[src/rtl/imem_loader_pkg.sv]
// Shared types for the instruction-memory loader: FSM states and the
// bytes-per-instruction helper.
package imem_loader_pkg;

  typedef enum logic [1:0] {
    ST_IDLE = 2'd0,
    ST_LOAD = 2'd1,
    ST_DONE = 2'd2,
    ST_ERR  = 2'd3
  } state_e;

  function automatic int bytes_per_instr(input int reg_bits);
    return reg_bits / 8;
  endfunction

endpackage : imem_loader_pkg

[src/rtl/imem_loader.sv]
// Streams a program from a byte-wide host port into an external instruction
// memory and holds the stack machine until a whole number of instructions lands.
module imem_loader
  import imem_loader_pkg::*;
#(
  parameter int REG_BITS   = 32,
  parameter int IMEM_BYTES = 256,
  localparam int BPI = bytes_per_instr(REG_BITS),
  localparam int AW  = $clog2(IMEM_BYTES),
  localparam int WCW = $clog2(IMEM_BYTES / BPI) + 1
) (
  input  logic           clk,
  input  logic           rst_n,
  input  logic           start,
  input  logic           in_valid,
  output logic           in_ready,
  input  logic [7:0]     in_data,
  input  logic           in_last,
  output logic           imem_we,
  output logic [AW-1:0]  imem_addr,
  output logic [7:0]     imem_wdata,
  output logic           cpu_hold,
  output logic           done,
  output logic           err,
  output logic [WCW-1:0] word_count
);

  localparam int SH = $clog2(BPI);

  state_e           state_q, state_d;
  logic [AW:0]      cnt_q, cnt_d;
  logic [WCW-1:0]   wc_q, wc_d;
  logic             we_q;
  logic [AW-1:0]    addr_q;
  logic [7:0]       wdata_q;
  logic             accept;
  logic [AW:0]      cnt_inc;

  // NOTE: every always_comb output gets a default first so no path can infer a latch.
  always_comb begin
    state_d = state_q;
    cnt_d   = cnt_q;
    wc_d    = wc_q;
    accept  = in_valid && (state_q == ST_LOAD);
    cnt_inc = cnt_q + 1'b1;

    case (state_q)
      ST_LOAD: begin
        // start is deliberately ignored here; only a byte moves the FSM.
        if (accept) begin
          cnt_d = cnt_inc;
          if (in_last) begin
            if (cnt_inc[SH-1:0] == '0) begin
              state_d = ST_DONE;
              wc_d    = cnt_inc[AW:SH];
            end else begin
              state_d = ST_ERR;
            end
          end else if (cnt_q == (AW+1)'(IMEM_BYTES - 1)) begin
            state_d = ST_ERR;
          end
        end
      end
      default: begin
        if (start) begin
          state_d = ST_LOAD;
          cnt_d   = '0;
          wc_d    = '0;
        end
      end
    endcase
  end

  // NOTE: sequential state uses non-blocking assignments so all registers update together.
  always_ff @(posedge clk or negedge rst_n) begin
    if (!rst_n) begin
      state_q <= ST_IDLE;
      cnt_q   <= '0;
      wc_q    <= '0;
      we_q    <= 1'b0;
      addr_q  <= '0;
      wdata_q <= '0;
    end else begin
      state_q <= state_d;
      cnt_q   <= cnt_d;
      wc_q    <= wc_d;
      we_q    <= accept;
      if (accept) begin
        addr_q  <= cnt_q[AW-1:0];
        wdata_q <= in_data;
      end
    end
  end

  assign in_ready   = (state_q == ST_LOAD);
  assign cpu_hold   = (state_q != ST_DONE);
  assign done       = (state_q == ST_DONE);
  assign err        = (state_q == ST_ERR);
  assign imem_we    = we_q;
  assign imem_addr  = addr_q;
  assign imem_wdata = wdata_q;
  assign word_count = wc_q;

endmodule : imem_loader

[config.mk]
export PLATFORM = sky130hd
export DESIGN_NAME = imem_loader
export DESIGN_NICKNAME = d
export VERILOG_FILES = /design/src/rtl/imem_loader_pkg.sv /design/src/rtl/imem_loader.sv
export SDC_FILE = /design/constraint.sdc
export NUM_CORES = 1
export LEC_CHECK = 0
export CAP_MARGIN = 20
export CORE_AREA = 10 10 72 74
export CTS_CLUSTER_DIAMETER = 50
export DETAILED_ROUTE_END_ITERATION = 8
export DIE_AREA = 0 0 82 84
export PLACE_DENSITY = 0.72
export SYNTH_ARGS = -nofsm -noshare
export SYNTH_HDL_FRONTEND = slang
export SYNTH_SLANG_ARGS = --single-unit
[constraint.sdc]
create_clock -name clk -period 1.64 [get_ports clk]
set_input_delay 0.246 -clock clk [delete_from_list [all_inputs] [get_ports clk]]
set_output_delay 0.246 -clock clk [all_outputs]
set_load 0.005 [all_outputs]
After elaboration in Yosys (flattened, before gate mapping)
Cells that the tools add are included.

Flip-flop bits (word level): 35. Word-level logic and storage cells: 36. Output and inout bits: 28. Bits of input ports: 13.

Reduce and logical (&&, ||, !) cells: 6. Add/subtract/negate cells: 1. Multiplexer cells: 14. Equality and inequality tests: 9.

Operators by type and width (number): $mux W7 (5); $mux W9 (3); $mux W2 (5); $add A9 B1 Y9 const B (1); $eq A9 B8 Y1 const B (1); $ne A2 B1 Y1 const B (3); $eq A2 B2 Y1 const B (2); $reduce_and A4 Y1 (1); $ne A3 B1 Y1 const B (1); $reduce_and A3 Y1 (1); $eq A2 B1 Y1 const B (1); $logic_not A2 Y1 (1); $ne A2 B2 Y1 const B (1); $reduce_and A2 Y1 (1); $reduce_bool A2 Y1 (1); $logic_and A1 B1 Y1 (1); $mux W1 (1).

Logic depth before layout (Yosys ltp)
Word-level depth: 6. Mapped depth: 6. Depth with buffers taken out: 6.

Worst setup path after synthesis
No wires, ideal clock.

Path kind: reg-to-reg. Start: register cnt_q[0]. End: register wc_q[5] (netlist: word_count[5]). Buffers on the path: 0. Setup time: 0.126 ns. Clock period less this slack: 1.439 ns. Stages on the path, launching flop included: 5. Data required time: 1.514 ns. Arrival: 1.313 ns. Path slack: 0.201 ns. Cells stage by stage: dfrtp_1 ha_1 and3_1 o211a_1 a311o_1.

Word-level cells in the longest chain between the ends: 5. Elaborated cells on any way between the ends: 8. Those cells by class: add/sub: 1; eq/ne: 1; mux: 4; reduce/logical: 2.

Ends and longest elaborated chain: from (decl) (RTL line imem_loader.sv:31) `logic [AW:0] cnt_q, cnt_d;`; from (signal assigned) (RTL line imem_loader.sv:85) `cnt_q <= cnt_d;`; $add A9 B1 Y9 * (RTL line imem_loader.sv:45) `cnt_inc = cnt_q + 1'b1;`; $mux W7 (RTL line imem_loader.sv:53) `if (cnt_inc[SH-1:0] == '0) begin`; $mux W7 (RTL line imem_loader.sv:52) `if (in_last) begin`; $mux W7 (RTL line imem_loader.sv:50) `if (accept) begin`; $mux W7 (RTL line imem_loader.sv:47) `case (state_q)`; to (signal assigned) (RTL line imem_loader.sv:86) `wc_q <= wc_d;`; to (decl) (RTL line imem_loader.sv:32) `logic [WCW-1:0] wc_q, wc_d;`.

Every way passes the cells marked *; elsewhere a longest branch is shown, timed or not. The select of a mux whose other input is x is not followed. A chain may end at the register's enable or synchronous reset.

Final worst setup path
Start: register state_q[1]. End: output port in_ready.

Word-level cells in the longest chain between the ends: 1.

Ends and longest elaborated chain: from (decl) (RTL line imem_loader.sv:30) `state_e state_q, state_d;`; from (signal assigned) (RTL line imem_loader.sv:84) `state_q <= state_d;`; $eq A2 B1 Y1 (RTL line imem_loader.sv:95) `assign in_ready = (state_q == ST_LOAD);`; to (decl) (RTL line imem_loader.sv:16) `output logic in_ready,`.

Every way passes these cells.

==> run metrics <==
syn_area_per_cell 9.55 um2; Slew headroom 0.602; P_int 1.84 mW; WL final 4240 um; synth unique cells 37; Initial DRT Pass Iterations 4; Setup TNS Final 0 ns; Max stage delay on crit path 0.38 ns; WHS Path Cells 2; wire per inst 14.9 um; HP Class register to register; cell count after synthesis 174; crit-path max FO 3; layout net count 249; Post-synth EDFFs 0; vias per cell 5.21; WL met3 329 um; initial DRC count 82; Clock Latency Late Sink 0.28 ns; worst path cell trace buf_4 > nand2b_1 > inv_1 > dlygate4sd2_1; final-report setup violation count 0; Layout Utilization 0.606; FMAX 0.648 GHz; clk buf depth 2; Least-Margin Pin Slew 0.596 ns; P_leak 1.12 nW; area fraction of the dominant cell type after synthesis 0.527; R2R setup slack 0.14 ns; status finished, final reports clean; fin crit share 0.940; Critical Path Sink Type output port; layout cells sized above 1 0.141; biggest area consumer among synthesized cells dfrtp_1; Remaining DRCs 0; # diodes 0; fin crit period 1.54 ns; worst setup margin 0.0978 ns; Startpoint Class register; Inst Count DP 272; Die Ht 84 um; Flop pwr share 0.435; critical path's slowest cell dfrtp_1; data required time of the worst path 1.39 ns; DP Area 2220 um2; Clock power frac 0.224; sequential area share after synthesis 0.527; Sw Pwr 875 uW; Final Hold Viols 0; Sink Count 35; Worst EP arrival 1.30 ns; Worst Hold Endpoint imem_addr[0]; clk root buf clkbuf_8; Core ar. 3860 um2; Yosys reg bits 35; kind of critical path register to output port; max_cap viols 0; number of global-route vias before repair 1431; die footprint 6890 um2; WHS 0.473 ns; largest net degree at the start of global routing 28; Comb power frac 0.342; CTS tree done; final clock skew 0.00781 ns; asr flop ratio synth 1.00; IO Count 41; cell area after layout 2340 um2; Met1 Wirelength 1890 um; # rows 23; switching part of the total 0.323; die width 82 um; r2r startpoint cnt_q[1]; via count 1480; synthesized cell area 1660 um2; Net Count, Synth 190; Initial Util 0.431; Reg2Reg Depth 4; gpl congestion 0.875; WL met2 1990 um; fin. max-slew vios 0; hold path start imem_addr[0]; Highest Signal Layer met4; FF-to-FF End word_count[5]; grt total ovfl 0; Ys Warns 0; TritonCTS buffer count 5; top cells by area, synth dfrtp_1 (53%), nand2_1 (13%), o21ai_0 (3.3%), ha_1 (2.3%), o221ai_1 (2.1%); CTS HTree Levels 2; Primary FF master, synth dfrtp_1; initial antenna violation count 0; Tot GR Track Use 0.127; Area growth syn-to-layout 40.7%; Post-DRT Antenna Nets 0; Layout Cells excl Fill 284; worst IR drop on VDD 0.000705 V; PortBufs 40; Worst-path clk slew 0.07 ns; post-detail-place hpwl 3050 um; RSZ-0062 raised after global routing no; pwr/cell area 1160 nW/um2; DP Worst Slack 0.0207 ns; Final Power 2.71 mW; first-pass GRT wire length 6970 um
-- worst max path at each step --
stage                    start       endpoint  slack (ns)  depth (start not counted)
floorplan             cnt_q[0]  word_count[5]        0.20                          4
global placement       in_last  word_count[4]        0.07                          4
detailed placement    in_valid  word_count[1]        0.02                          6
CTS                 state_q[1]           done        0.01                          4
global route        state_q[1]       in_ready        0.04                          4
finish              state_q[1]       in_ready         0.1                          4
-- cell usage after synthesis, types with 2 or more instances --
cell and number:
nand2_1 56, dfrtp_1 35, o21ai_0 11, buf_2 6
nand3_1 6, inv_1 5, a31oi_1 4, buf_4 4
o221ai_1 4, and3_1 3, ha_1 3, nand3b_1 3
xnor2_1 3, a21oi_1 2, a311o_1 2, a41oi_1 2
mux2i_1 2, nand2b_1 2, nor2_1 2, nor4_1 2
-- logic make-up (layout without fill, tap and decap cells) --
family | count (synthesis) | in the layout | share of synthesized area
buf+inv | 17 | 77 | 0.0520
simple gates | 80 | 80 | 0.230
flops | 35 | 35 | 0.527
xor+xnor | 3 | 3 | 0.0158
mux | 2 | 2 | 0.0120
compound gates | 34 | 34 | 0.141
fa+ha+maj | 3 | 3 | 0.0226
-- power by group through the flow --
stage                     clock (mW)  combinational [mW]  sequential (mW)
after floorplan                    0               0.429             1.17
after global placement             0               0.913             1.19
after detailed placement           0               0.918             1.20
after CTS                      0.626               0.939             1.18
after global routing           0.669                1.02             1.20
final                          0.606               0.927             1.18
-- routing by layer --
metal,track usage,vias up
met5,0,-
met1,0.161,708
met2,0.190,44
met4,0.0387,0
li1,-,724
met3,0.0506,4
-- cell type report --
class | instances | area (um2)
clock buffer | 6 | 72.6
clock inverter | 2 | 12.5
fill | 353 | 1520
inverter | 7 | 26.3
multi-input combinational | 122 | 699
sequential | 35 | 877
tap | 50 | 62.6
timing repair buffer | 62 | 587
-- state kept, by name, summed over array words and instances (netlist names) --
| register | flops |
|---|---|
| cnt_q | 9 |
| imem_addr | 8 |
| imem_wdata | 8 |
| imem_we | 1 |
| state_q | 2 |
| word_count | 7 |
-- cells in the final DEF, fill, tap and decap left out, types with 3 or more instances in the layout --
cell type	instances
o221ai_1	4
clkbuf_8	5
a31oi_1	4
dlygate4sd2_1	3
nand3b_1	3
xnor2_1	3
nand3_1	6
inv_1	5
buf_4	19
dfrtp_1	34
clkdlybuf4s50_1	35
o21ai_0	11
and3_1	3
nand2_1	56
ha_1	3
-- worst max-delay path, delay by kind of cell, from the launching register on --
family	cells	cell delay, ns
AND/OR/NAND/NOR	1	0.14
flip-flops	1	0.38
buffers and inverters	3	0.48
-- repair_timing --
action / in CTS / in global routing
gates resized for setup: 3 / 2
setup buffers: 3 / 0
setup endpoints to repair: 2 / 4
hold buffers: 1 / 0
hold endpoints to repair: 25 / 0
pin swaps: 0 / 0
Note: power is estimated with default switching activity, not from simulation.
